[src/rtl/bresenham_octant_unfold_if.sv]
// bresenham_octant_unfold_if: command and point stream bundle for the octant-unfolding line walker.
interface bresenham_octant_unfold_if #(
    parameter int COORD_W = 16,
    parameter int LEN_W = 12
) ();
    logic cmd_valid;
    logic cmd_ready;
    logic [COORD_W-1:0] cmd_x0;
    logic [COORD_W-1:0] cmd_y0;
    logic [LEN_W-1:0] cmd_dx;
    logic [LEN_W-1:0] cmd_dy;
    logic cmd_flip_y;
    logic cmd_flip_x;
    logic cmd_flip_identity;
    logic pt_valid;
    logic pt_ready;
    logic [COORD_W-1:0] pt_x;
    logic [COORD_W-1:0] pt_y;
    logic pt_last;
    modport master (
        output cmd_valid, cmd_x0, cmd_y0, cmd_dx, cmd_dy, cmd_flip_y, cmd_flip_x, cmd_flip_identity, pt_ready,
        input cmd_ready, pt_valid, pt_x, pt_y, pt_last
    );
    modport slave (
        input cmd_valid, cmd_x0, cmd_y0, cmd_dx, cmd_dy, cmd_flip_y, cmd_flip_x, cmd_flip_identity, pt_ready,
        output cmd_ready, pt_valid, pt_x, pt_y, pt_last
    );
endinterface

[src/rtl/bresenham_octant_unfold.sv]
// bresenham_octant_unfold: walks a first-octant Bresenham segment and unfolds each point to absolute cells.
module bresenham_octant_unfold #(
    parameter int COORD_W = 16,
    parameter int LEN_W = 12
) (
    input logic clk,
    input logic reset,
    bresenham_octant_unfold_if.slave bus
);
    typedef enum logic {IDLE, RUN} state_t;
    state_t state_q, state_d;
    logic [COORD_W-1:0] x0_q, x0_d, y0_q, y0_d;
    logic [LEN_W-1:0] dx_q, dx_d, dy_q, dy_d, i_q, i_d, j_q, j_d;
    logic flip_y_q, flip_y_d, flip_x_q, flip_x_d, flip_id_q, flip_id_d;
    logic [LEN_W+1:0] err_q, err_d;
    logic [LEN_W-1:0] dy_clamp, u_mag, v_mag;
    logic [COORD_W-1:0] u, v;
    logic last, err_pos;
    always_comb begin
        dy_clamp = bus.cmd_dy > bus.cmd_dx ? bus.cmd_dx : bus.cmd_dy;
        // unfold undoes the reduction in reverse: axis swap first, then the sign flips
        u_mag = flip_id_q ? j_q : i_q;
        v_mag = flip_id_q ? i_q : j_q;
        u = flip_x_q ? -COORD_W'(u_mag) : COORD_W'(u_mag);
        v = flip_y_q ? -COORD_W'(v_mag) : COORD_W'(v_mag);
        last = state_q == RUN && i_q == dx_q;
        err_pos = !err_q[LEN_W+1] && err_q != '0;
        bus.cmd_ready = state_q == IDLE;
        bus.pt_valid = state_q == RUN;
        bus.pt_x = x0_q + u;
        bus.pt_y = y0_q + v;
        bus.pt_last = last;
        state_d = state_q;
        x0_d = x0_q;
        y0_d = y0_q;
        dx_d = dx_q;
        dy_d = dy_q;
        flip_y_d = flip_y_q;
        flip_x_d = flip_x_q;
        flip_id_d = flip_id_q;
        i_d = i_q;
        j_d = j_q;
        err_d = err_q;
        if (state_q == IDLE && bus.cmd_valid) begin
            state_d = RUN;
            x0_d = bus.cmd_x0;
            y0_d = bus.cmd_y0;
            dx_d = bus.cmd_dx;
            dy_d = dy_clamp;
            flip_y_d = bus.cmd_flip_y;
            flip_x_d = bus.cmd_flip_x;
            flip_id_d = bus.cmd_flip_identity;
            i_d = '0;
            j_d = '0;
            err_d = {1'b0, dy_clamp, 1'b0} - {2'b00, bus.cmd_dx};
        end else if (state_q == RUN && bus.pt_ready) begin
            state_d = last ? IDLE : RUN;
            i_d = last ? i_q : i_q + 1'b1;
            j_d = !last && err_pos ? j_q + 1'b1 : j_q;
            err_d = last ? err_q : err_q + {1'b0, dy_q, 1'b0} - (err_pos ? {1'b0, dx_q, 1'b0} : '0);
        end
    end
    always_ff @(posedge clk) begin
        if (reset) begin
            state_q <= IDLE;
            x0_q <= '0;
            y0_q <= '0;
            dx_q <= '0;
            dy_q <= '0;
            flip_y_q <= 1'b0;
            flip_x_q <= 1'b0;
            flip_id_q <= 1'b0;
            i_q <= '0;
            j_q <= '0;
            err_q <= '0;
        end else begin
            state_q <= state_d;
            x0_q <= x0_d;
            y0_q <= y0_d;
            dx_q <= dx_d;
            dy_q <= dy_d;
            flip_y_q <= flip_y_d;
            flip_x_q <= flip_x_d;
            flip_id_q <= flip_id_d;
            i_q <= i_d;
            j_q <= j_d;
            err_q <= err_d;
        end
    end
endmodule

[src/flat_wrapper.sv]
// flat-port wrapper written by rule: the top's interface ports become plain ports
module bresenham_octant_unfold_flat 
#(
    parameter int COORD_W = 16,
    parameter int LEN_W = 12
)
  (clk, reset, bus_cmd_valid, bus_cmd_x0, bus_cmd_y0, bus_cmd_dx, bus_cmd_dy, bus_cmd_flip_y, bus_cmd_flip_x, bus_cmd_flip_identity, bus_pt_ready, bus_cmd_ready, bus_pt_valid, bus_pt_x, bus_pt_y, bus_pt_last);
  bresenham_octant_unfold_if #(.COORD_W(COORD_W), .LEN_W(LEN_W)) bus_i ();
  input logic clk;
  input logic reset;
  input wire logic [$bits(bus_i.cmd_valid)-1:0] bus_cmd_valid;
  input wire logic [$bits(bus_i.cmd_x0)-1:0] bus_cmd_x0;
  input wire logic [$bits(bus_i.cmd_y0)-1:0] bus_cmd_y0;
  input wire logic [$bits(bus_i.cmd_dx)-1:0] bus_cmd_dx;
  input wire logic [$bits(bus_i.cmd_dy)-1:0] bus_cmd_dy;
  input wire logic [$bits(bus_i.cmd_flip_y)-1:0] bus_cmd_flip_y;
  input wire logic [$bits(bus_i.cmd_flip_x)-1:0] bus_cmd_flip_x;
  input wire logic [$bits(bus_i.cmd_flip_identity)-1:0] bus_cmd_flip_identity;
  input wire logic [$bits(bus_i.pt_ready)-1:0] bus_pt_ready;
  output wire logic [$bits(bus_i.cmd_ready)-1:0] bus_cmd_ready;
  output wire logic [$bits(bus_i.pt_valid)-1:0] bus_pt_valid;
  output wire logic [$bits(bus_i.pt_x)-1:0] bus_pt_x;
  output wire logic [$bits(bus_i.pt_y)-1:0] bus_pt_y;
  output wire logic [$bits(bus_i.pt_last)-1:0] bus_pt_last;
  assign bus_i.cmd_valid = bus_cmd_valid;
  assign bus_i.cmd_x0 = bus_cmd_x0;
  assign bus_i.cmd_y0 = bus_cmd_y0;
  assign bus_i.cmd_dx = bus_cmd_dx;
  assign bus_i.cmd_dy = bus_cmd_dy;
  assign bus_i.cmd_flip_y = bus_cmd_flip_y;
  assign bus_i.cmd_flip_x = bus_cmd_flip_x;
  assign bus_i.cmd_flip_identity = bus_cmd_flip_identity;
  assign bus_i.pt_ready = bus_pt_ready;
  assign bus_cmd_ready = bus_i.cmd_ready;
  assign bus_pt_valid = bus_i.pt_valid;
  assign bus_pt_x = bus_i.pt_x;
  assign bus_pt_y = bus_i.pt_y;
  assign bus_pt_last = bus_i.pt_last;
  bresenham_octant_unfold #(.COORD_W(COORD_W), .LEN_W(LEN_W)) u_core (.clk(clk), .reset(reset), .bus(bus_i));
endmodule
[config.mk]
export PLATFORM = sky130hd
export DESIGN_NAME = bresenham_octant_unfold_flat
export DESIGN_NICKNAME = d
export VERILOG_FILES = /design/src/rtl/bresenham_octant_unfold_if.sv /design/src/rtl/bresenham_octant_unfold.sv /design/src/flat_wrapper.sv
export SDC_FILE = /design/constraint.sdc
export NUM_CORES = 1
export LEC_CHECK = 0
export ABC_CLOCK_PERIOD_IN_PS = 7100
export BUFFER_PORTS_ARGS = -buffer_cell sky130_fd_sc_hd__buf_4
export CAP_MARGIN = 30
export CORE_ASPECT_RATIO = 0.5
export CORE_UTILIZATION = 63
export DETAILED_ROUTE_END_ITERATION = 10
export HOLD_SLACK_MARGIN = 0.05
export PLACE_DENSITY = 0.95
export SLEW_MARGIN = 15
export SYNTH_ARGS = -nofsm -noshare
export SYNTH_HDL_FRONTEND = slang
export SYNTH_SLANG_ARGS = --single-unit
[constraint.sdc]
create_clock -name clk -period 7.1 [get_ports clk]
set_clock_uncertainty 0.15 [all_clocks]
set_input_delay 0.71 -clock clk [delete_from_list [all_inputs] [get_ports clk]]
set_output_delay 0.71 -clock clk [all_outputs]
set_load 0.01 [all_outputs]
# Word level (Yosys, flattened, before mapping)
# Cells that the tools add are included.
[classes]
magnitude_cmp = 1
n_eq_ne = 2
reduce_logical = 13
muxes = 12
bitwise = 2
n_addsub = 9
[ops]
columns = ["cell", "count"]
rows = [
  ["14-bit two-way mux", 3],
  ["12-bit two-way mux", 3],
  ["16-bit adder", 2],
  ["16-bit two-way mux", 2],
  ["12-bit negator with 16-bit output", 2],
  ["12-bit by 1-bit adder with 12-bit output (second input constant)", 2],
  ["14-bit by 13-bit adder with 14-bit output", 1],
  ["14-bit nonzero test", 1],
  ["13-bit by 12-bit subtractor with 14-bit output", 1],
  ["14-bit subtractor", 1],
  ["13-bit two-way mux", 1],
  ["12-bit equality test", 1],
  ["12-bit greater-than comparator", 1],
  ["2-bit AND reduction", 3],
  ["1-bit logical AND", 5],
  ["1-bit two-way mux", 3],
  ["1-bit zero test", 2],
  ["2-bit by 1-bit inequality test with 1-bit output (second input constant)", 1],
  ["1-bit inverter", 2],
  ["2-bit nonzero test", 1],
  ["2-bit OR reduction", 1],
]
[totals]
register_bits = 98
output_inout_bits = 35

# Depth between registers and ports, before layout
# Gate-level depths: netlist (run 1).
[logic_depth]
depth_word = 7
depth_mapped = 20
mapped_depth_nobuf = 19

# Least setup slack after synthesis (run 1)
# OpenSTA, ideal clock, no wires.
[synth_path]
path_type = "reg2out"
startpoint = "register u_core.flip_id_q"
endpoint = "output bus_pt_x[15]"
stages_incl_launch_ff = 19
arrival_ns = 4.146
slack_ns = 2.094
required_ns = 6.240
path_buffers = 5
path_cell_list = "dfxtp_1 > buf_6 > buf_6 > buf_2 > buf_2 > buf_2 > mux2i_1 > ha_1 > nand3_1 > o21ai_0 > xor2_1 > ha_1 > a2111oi_0 > o21ai_1 > a311oi_1 > o21ai_1 > a31o_2 > a21oi_1 > xor2_1"
[synth_via]
elab_chain_cells = 4
[synth_lines]
columns = ["item", "line", "text"]
rows = [
  ["start: declaration", "bresenham_octant_unfold.sv:14", "logic flip_y_q, flip_y_d, flip_x_q, flip_x_d, flip_id_q, flip_id_d;"],
  ["start signal: assignment", "bresenham_octant_unfold.sv:84", "flip_id_q <= flip_id_d;"],
  ["12-bit two-way mux *", "bresenham_octant_unfold.sv:22", "u_mag = flip_id_q ? j_q : i_q;"],
  ["12-bit negator with 16-bit output", "bresenham_octant_unfold.sv:24", "u = flip_x_q ? -COORD_W'(u_mag) : COORD_W'(u_mag);"],
  ["16-bit two-way mux *", "bresenham_octant_unfold.sv:24", ""],
  ["16-bit adder *", "bresenham_octant_unfold.sv:30", "bus.pt_x = x0_q + u;"],
  ["end: declaration", "flat_wrapper.sv:22", "output wire logic [$bits(bus_i.pt_x)-1:0] bus_pt_x;"],
]
# Every way passes the cells marked *; elsewhere a longest branch is shown, timed or not.

# Worst setup path after layout (run 1)
[layout_path]
startpoint = "register u_core.flip_id_q"
endpoint = "output bus_pt_y[15]"
[layout_via]
elab_chain_cells = 4
[layout_lines]
columns = ["item", "line", "text"]
rows = [
  ["12-bit two-way mux *", "bresenham_octant_unfold.sv:23", "v_mag = flip_id_q ? i_q : j_q;"],
  ["12-bit negator with 16-bit output", "bresenham_octant_unfold.sv:25", "v = flip_y_q ? -COORD_W'(v_mag) : COORD_W'(v_mag);"],
  ["16-bit two-way mux *", "bresenham_octant_unfold.sv:25", ""],
  ["16-bit adder *", "bresenham_octant_unfold.sv:31", "bus.pt_y = y0_q + v;"],
  ["end: declaration", "flat_wrapper.sv:23", "output wire logic [$bits(bus_i.pt_y)-1:0] bus_pt_y;"],
]
# Marks and branches as above.

==> impl_metrics.yaml, run 1 <==
status:
  status: "completed"
cells_and_area:
  diodes: 0
  final_cell_area_sq_um: 9030
  finish.utilization_pct: 75.0
  fin_nets: 1217
  syn_to_final_growth_pct: 13.7
  drive_above_1_share_pct: 14.5
floorplan:
  rows: 28
  initial_core_util_pct: 65.9
  io_pins: 98
  dieHeight_um: 81.4
  core-area_sq_um: 12100
  die_x_um: 161
  fp.dieArea_sq_um: 13100
worst_setup_path:
  arrival_ns: 4.84
  critPathLaunch: "u_core.flip_id_q$_SDFFE_PP0P_"
  slowest_delay_ns: 0.61
  path_max_fanout: 29
  critPathRequiredTime_ns: 6.24
  critical_path_class: "flip-flop to output pin"
  r2r_start: "u_core.err_q[7]$_SDFFE_PP0P_"
  cp-end-kind: "output pin"
  path_cells: "buf_12 -> mux2i_1 -> ha_1 -> nand2_1 -> o21ai_0 -> xnor2_1 -> ha_1 -> a2111oi_1 -> o21ai_0 -> a311oi_1 -> o21ai_1 -> a31o_2 -> a21oi_2 -> xor2_1 -> buf_4"
  startpoint_type: "flip-flop"
  critPathSlowestCell: "dfxtp_2"
clock_network:
  insertion_delay_ns: 0.35
  hold_buffers: 0
  root_buffer: "clkbuf_16"
  htree_num_levels: 3
  cts_made_buffers: 9
  post_cts_buffers: 0
  cts_resized: 0
  cts_tree: "done"
  cts.sinks: 98
  clk_pin_slew_worst_paths_ns: 0.07
  ctsLongestPathBuffers: 2
sta:
  rsz0062_at_grt: "no"
  relSlewSlack_pct: 37.1
  fin_crit_sh_pct: 80.2
  max_freq_mhz: 176
  fin_crit_ns: 5.70
  setup_viol: 0
  finalWorstSetupSlack_ns: 1.40
  setup_tns_ns: 0
  hold_violations: 0
  slew_violations: 0
  worstMarginPinSlew_ns: 0.944
global_route:
  grt_pass1_wl_um: 35700
  antenna_found_initial: 0
  grt-ovfl-total: 0
  grt_max_degree: 88
  grt_usage_pct: 34.3
  grt_pass1_vias: 7475
placement:
  place_hpwl_um: 15600
  io_buffers: 97
  place_ws_ns: 1.74
  post_dp_cell_area_sq_um: 8690
  gp_congestion: 0.931
detailed_routing:
  drc: 0
  vias_per_cell: 6.19
  wire_per_inst_um: 17.9
  first_pass_iters: 6
  drt_wl_total_um: 22200
  drt_iter0_drc: 868
  vias: 7664
  final_antenna_net_count: 0
power_and_ir_drop:
  ir_drop_v: 0.000142
  leakagePower_nw: 3.98
  power_density_nw_per_um2: 230
min_path:
  hold_class: "flip-flop to flip-flop"
  hold_start: "u_core.y0_q[3]$_SDFFE_PP0P_"
synthesis:
  synth_area_leaders: "dfxtp_1, ha_1, nand2_1"
  synth_ff_type: "dfxtp_1"
  async_reset_ff_share_pct: 0
  yosys.area.top_type: "dfxtp_1"
  yosysWarnings: 0
  synth.top_cell.area_share_pct: 24.7
  synth_cell_type_count: 67
  syn_area_sq_um: 7940
  yosysMostFrequentCell: "nand2_1"
  synth_cells: 1009
  synth.avg_cell_area_sq_um: 7.87
  synth-edff-count: 0
  synth_commonest_cells: "nand2_1, dfxtp_1, a21oi_1"
  seq_area_frac_synth_pct: 24.7
  synth_fp_nets: 1156
  ys_ff_latch: 98
run:
  max-cap-violations: 0
==> registers in the layout, indices dropped and copies added, names as in the netlist <==
register	cells
u_core.bus.pt_valid	1
u_core.dx_q	12
u_core.dy_q	12
u_core.err_q	14
u_core.flip_id_q	1
u_core.flip_x_q	1
u_core.flip_y_q	1
u_core.i_q	12
u_core.j_q	12
u_core.x0_q	16
u_core.y0_q	16
==> metrics by stage <==
step | hold slack, ns | power (mW) | std cells
2_1_floorplan | 0.281 | 1.28 | 1009
3_3_place_gp | 0.297 | 1.45 | 1222
3_5_place_dp | 0.304 | 1.50 | 1223
4_1_cts | 0.314 | 2.06 | 1237
5_1_grt | 0.332 | 2.19 | 1238
6_report | 0.313 | 2.08 | 1238
==> worst max-delay path, delay by kind of cell (launching register included) <==
family,cells,cell delay (ns)
AOI/OAI and AO/OA,7,2.16
adders and majority gates,2,0.62
DFF,1,0.61
buffers and inverters,2,0.40
muxes,1,0.33
xor gates and xnor gates,2,0.26
and+or+nand+nor,1,0.10
==> metal layers <==
metal	share of wire, %	GRT usage [%]
met5	0	0
met3	7.6	5.82
met2	48	60.4
met1	40	40.2
met4	4.7	20.1
==> cells in the final DEF (no fill, tap or decap), types with 8 or more instances in the layout <==
cell type,netlist,layout
nor3_1,22,22
buf_4,0,99
xnor2_1,54,54
dfxtp_1,98,97
and2_1,13,13
o21a_1,15,15
nor2b_1,10,9
xor2_1,43,43
fa_1,16,16
o21ai_0,33,33
mux2_2,14,14
nand2_1,140,139
and3_1,8,8
a21oi_1,91,90
ha_1,68,68
a211oi_1,25,25
inv_1,74,74
mux2i_1,22,22
clkbuf_16,0,9
nand3_1,11,11
a21o_1,10,10
nor2_1,86,86
nand4_1,11,11
==> cell families (layout without fill, tap and decap cells) <==
kind of cell	after synthesis	count (layout)	share of synthesized area [%]
adders and majority gates	84	84	14.7
and+or+nand+nor	336	336	19.7
DFF	98	98	24.7
buffers and inverters	125	189	6.49
AOI/OAI and AO/OA	231	231	18.6
muxes	37	37	4.90
xor gates and xnor gates	98	98	10.9
==> final cells by class <==
type                    count  area, sq um
multi-input cells         786         5480
fillers                   823         3020
flip-flops and latches     98         1960
repair buffers            101          778
inverters                  74          278
clock buffers               9          225
well taps                 165          206
clock inverters             5          104
==> power breakdown <==
part           switching (mW)  internal, mW  total, mW
Combinational           0.491         0.387      0.878
Sequential             0.0428         0.595      0.638
Clock                   0.221         0.342      0.562
==> worst paths after layout <==
path | end | slack (ns) | depth (start not counted)
setup / recovery | bus_pt_y[15] | 1.40 | 15
hold / removal | u_core.y0_q[3]$_SDFFE_PP0P_ | 0.31 | 2
setup reg to reg | u_core.err_q[13]$_SDFFE_PP0P_ | 2.10 | 15
hold reg to reg | u_core.y0_q[3]$_SDFFE_PP0P_ | 0.31 | 2
(Power assumes the default switching activity.)
==> run 2: changes to the inputs <==
--- a/config.mk
+++ b/config.mk
@@ -5,14 +5,15 @@
 export SDC_FILE = /design/constraint.sdc
 export NUM_CORES = 1
 export LEC_CHECK = 0
-export ABC_CLOCK_PERIOD_IN_PS = 7100
+export ABC_AREA = 1
+export ABC_CLOCK_PERIOD_IN_PS = 5750
 export BUFFER_PORTS_ARGS = -buffer_cell sky130_fd_sc_hd__buf_4
 export CAP_MARGIN = 30
 export CORE_ASPECT_RATIO = 0.5
-export CORE_UTILIZATION = 63
+export CORE_UTILIZATION = 60
 export DETAILED_ROUTE_END_ITERATION = 10
 export HOLD_SLACK_MARGIN = 0.05
-export PLACE_DENSITY = 0.95
+export PLACE_DENSITY = 0.92
 export SLEW_MARGIN = 15
 export SYNTH_ARGS = -nofsm -noshare
 export SYNTH_HDL_FRONTEND = slang
==> constraint.sdc (replaced) <==
create_clock -name clk -period 5.75 [get_ports clk]
set_clock_uncertainty 0.15 [all_clocks]
set_input_delay 0.575 -clock clk [delete_from_list [all_inputs] [get_ports clk]]
set_output_delay 0.575 -clock clk [all_outputs]
set_load 0.01 [all_outputs]
==> run 2 against run 1 <==
  * Area after synthesis rose by 6.0%
  * Clock-buffer cell count rose by 1
  * Die area rose by 11%
  * Final cell count rose by 26%
  * Register-to-register slack got worse by 0.25 ns
  * Via count rose by 17%
  * Core utilization fell by 5.0 points
  * Wire length rose by 4.5%
  * Sequential share of layout area fell by 1.2 points
  * First-iteration DRC count rose by 15%
  * Critical endpoint is now bus_pt_y[9]
  * Critical path depth did not move
  * Synthesized cell count rose by 28%
==> impl_metrics.yaml, run 2 <==
status:
  status: "completed"
worst_setup_path:
  slowest_delay_ns: 0.88
  r2r_start: "u_core.err_q[6]$_SDFFE_PP0P_"
  reg2regPathDepth: 19
  crit_end: "bus_pt_y[9]"
  critical_path_class: "flip-flop to output pin"
  critPathMostFrequentCell: "nand2_1"
  cp-end-kind: "output pin"
  path_max_fanout: 31
  path_cells: "o21ai_0 -> ha_1 -> inv_1 -> nand2_1 -> xor2_1 -> inv_1 -> ha_1 -> nand3_1 -> nand2_1 -> a31oi_1 -> o21ai_0 -> nand3_1 -> nand2_1 -> xor2_1 -> buf_4"
  r2r_setup_slack_ns: 1.85
  timing.rr.end: "u_core.err_q[13]$_SDFFE_PP0P_"
  startpoint_type: "flip-flop"
  critPathLaunch: "u_core.flip_id_q$_SDFFE_PP0P_"
  arrival_ns: 4.10
  critPathSlowestCell: "dfxtp_1"
  critPathRequiredTime_ns: 5.03
detailed_routing:
  vias_per_cell: 5.76
  top_layer: "met4"
  drc: 0
  route.met2.wl_um: 10600
  first_pass_iters: 6
  wire_per_inst_um: 14.8
  wl_met3_um: 1930
  drt_wl_total_um: 23200
  wl_met1_um: 9780
  drt_iter0_drc: 994
  final_antenna_net_count: 0
  vias: 8989
cells_and_area:
  diodes: 0
  top_regs: "u_core.x0_q (16), u_core.y0_q (16), u_core.err_q (14)"
  num-fill-cells: 1128
  syn_to_final_growth_pct: 13.2
  final_common_cell: "nand2_1"
  drive_above_1_share_pct: 10.6
  multi_input_area_sq_um: 5540
  final_cell_area_sq_um: 9540
  final_cell_mix: "nand2_1, inv_1, nor2_1"
  regArea_sq_um: 1960
  fin_nets: 1511
floorplan:
  rows: 30
  fp.dieArea_sq_um: 14500
  io_pins: 98
  core-area_sq_um: 13600
  initial_core_util_pct: 61.8
  dieHeight_um: 85.8
  die_x_um: 170
synthesis:
  yosysMostFrequentCell: "nand2_1"
  synth_ff_type: "dfxtp_1"
  ys_ff_latch: 98
  synth_cell_type_count: 46
  synth_fp_nets: 1438
  seq_area_frac_synth_pct: 23.3
  synth_cells: 1291
  synth.top_cell.area_share_pct: 23.3
  async_reset_ff_share_pct: 0
  synth_area_leaders: "dfxtp_1, nand2_1, ha_1"
  syn_area_sq_um: 8420
  synth-edff-count: 0
  yosys.area.top_type: "dfxtp_1"
  yosysWarnings: 0
  synth_commonest_cells: "nand2_1, inv_1, nor2_1"
  synth.avg_cell_area_sq_um: 6.52
placement:
  place_ws_ns: 1.39
  place_hpwl_um: 17400
  gp_congestion: 0.939
  post_dp_cell_area_sq_um: 9230
  io_buffers: 97
clock_network:
  post_cts_buffers: 0
  root_buffer: "clkbuf_16"
  cts_tree: "done"
  insertion_delay_ns: 0.35
  cts_made_buffers: 9
  hold_buffers: 0
  cts.sinks: 98
  cts_resized: 0
  htree_num_levels: 3
  clk_pin_slew_worst_paths_ns: 0.07
  ctsLongestPathBuffers: 2
sta:
  hold_violations: 0
  max_freq_mhz: 207
  worstMarginPinSlew_ns: 0.909
  slew_violations: 0
  fin_crit_sh_pct: 83.9
  setup_tns_ns: 0
  setup_viol: 0
  worst_hold_slack_ns: 0.315
  finalWorstSetupSlack_ns: 0.927
  fin_crit_ns: 4.82
  relSlewSlack_pct: 39.3
  rsz0062_at_grt: "no"
global_route:
  grt_pass1_wl_um: 38400
  grt_pass1_vias: 8353
  grt_usage_pct: 32.5
  antenna_found_initial: 0
  grt_max_degree: 56
  grt-ovfl-total: 0
power_and_ir_drop:
  leakagePower_nw: 4.74
  power_density_nw_per_um2: 298
  ir_drop_v: 0.000187
min_path:
  hold_class: "flip-flop to flip-flop"
run:
  max-cap-violations: 0
-- run 2: cell types whose count changed after synthesis, sizes merged, moves of 22 or more --
| cell | change |
|---|---|
| xnor2 | -38 |
| nor2 | +61 |
| nand2 | +132 |
| mux2i | -22 |
| nand3 | +65 |
| inv | +116 |
| o21ai | +65 |
| o22ai | +26 |
| a211oi | -23 |
-- run 2: final cells by class --
cell class                      instances  area share [%]
Timing Repair Buffer                  103            8.24
Clock inverter                          5           0.590
Tap cell                              192            2.52
Inverter                              192            7.56
Sequential cell                        98            20.6
Multi-Input combinational cell        960            58.1
Clock buffer                           10            2.40
-- run 2: how the worst min path moves through the flow --
stage,endpoint,startpoint,cells past startpoint
detailed placement,u_core.j_q[11]$_SDFFE_PP0P_,u_core.j_q[11]$_SDFFE_PP0P_,2
floorplan,u_core.j_q[11]$_SDFFE_PP0P_,u_core.j_q[11]$_SDFFE_PP0P_,2
CTS,u_core.bus.pt_valid$_SDFFE_PP0N_,reset,2
finish,u_core.j_q[11]$_SDFFE_PP0P_,u_core.j_q[11]$_SDFFE_PP0P_,2
global placement,u_core.j_q[11]$_SDFFE_PP0P_,u_core.j_q[11]$_SDFFE_PP0P_,2
global route,u_core.bus.pt_valid$_SDFFE_PP0N_,reset,2
-- run 2: logic make-up (layout without fill, tap and decap cells) --
kind of cell	after synthesis	in the layout	synth area share (%)
adders and majority gates	84	84	13.9
AOI/OAI and AO/OA	263	263	17.3
xor gates and xnor gates	71	71	7.38
and+or+nand+nor	542	542	27.2
buffers and inverters	233	310	10.9
DFF	98	98	23.3
-- run 2: metal layers --
metal | vias up | global-route usage (%)
li1 | 4343 | -
met1 | 4096 | 40.4
met2 | 459 | 54.8
met3 | 91 | 6.05
met4 | 0 | 15.7
met5 | - | 0
-- run 2: critical path, delay by kind of cell, from the launching register on --
family	cells	cell delay, ns
AO/OA/AOI/OAI	3	0.98
flip-flops	1	0.88
adder cells (fa/ha/maj)	2	0.69
AND/OR/NAND/NOR	5	0.54
XOR/XNOR	2	0.35
buffers and inverters	3	0.31
-- run 2: metrics by stage --
stage | std cells | power, mW | util, %
floorplan | 1291 | 1.82 | -
global placement | 1544 | 2.16 | 67.8
detailed placement | 1544 | 2.20 | 67.8
CTS | 1559 | 2.82 | 69.8
global route | 1560 | 3.06 | 70.0
finish | 1560 | 2.85 | 70.0
-- run 2: power breakdown --
| part | switching, mW | internal [mW] | total [mW] |
|---|---|---|---|
| combinational | 0.877 | 0.569 | 1.45 |
| sequential | 0.0460 | 0.742 | 0.788 |
| clock | 0.277 | 0.335 | 0.612 |
| total | 1.20 | 1.65 | 2.85 |
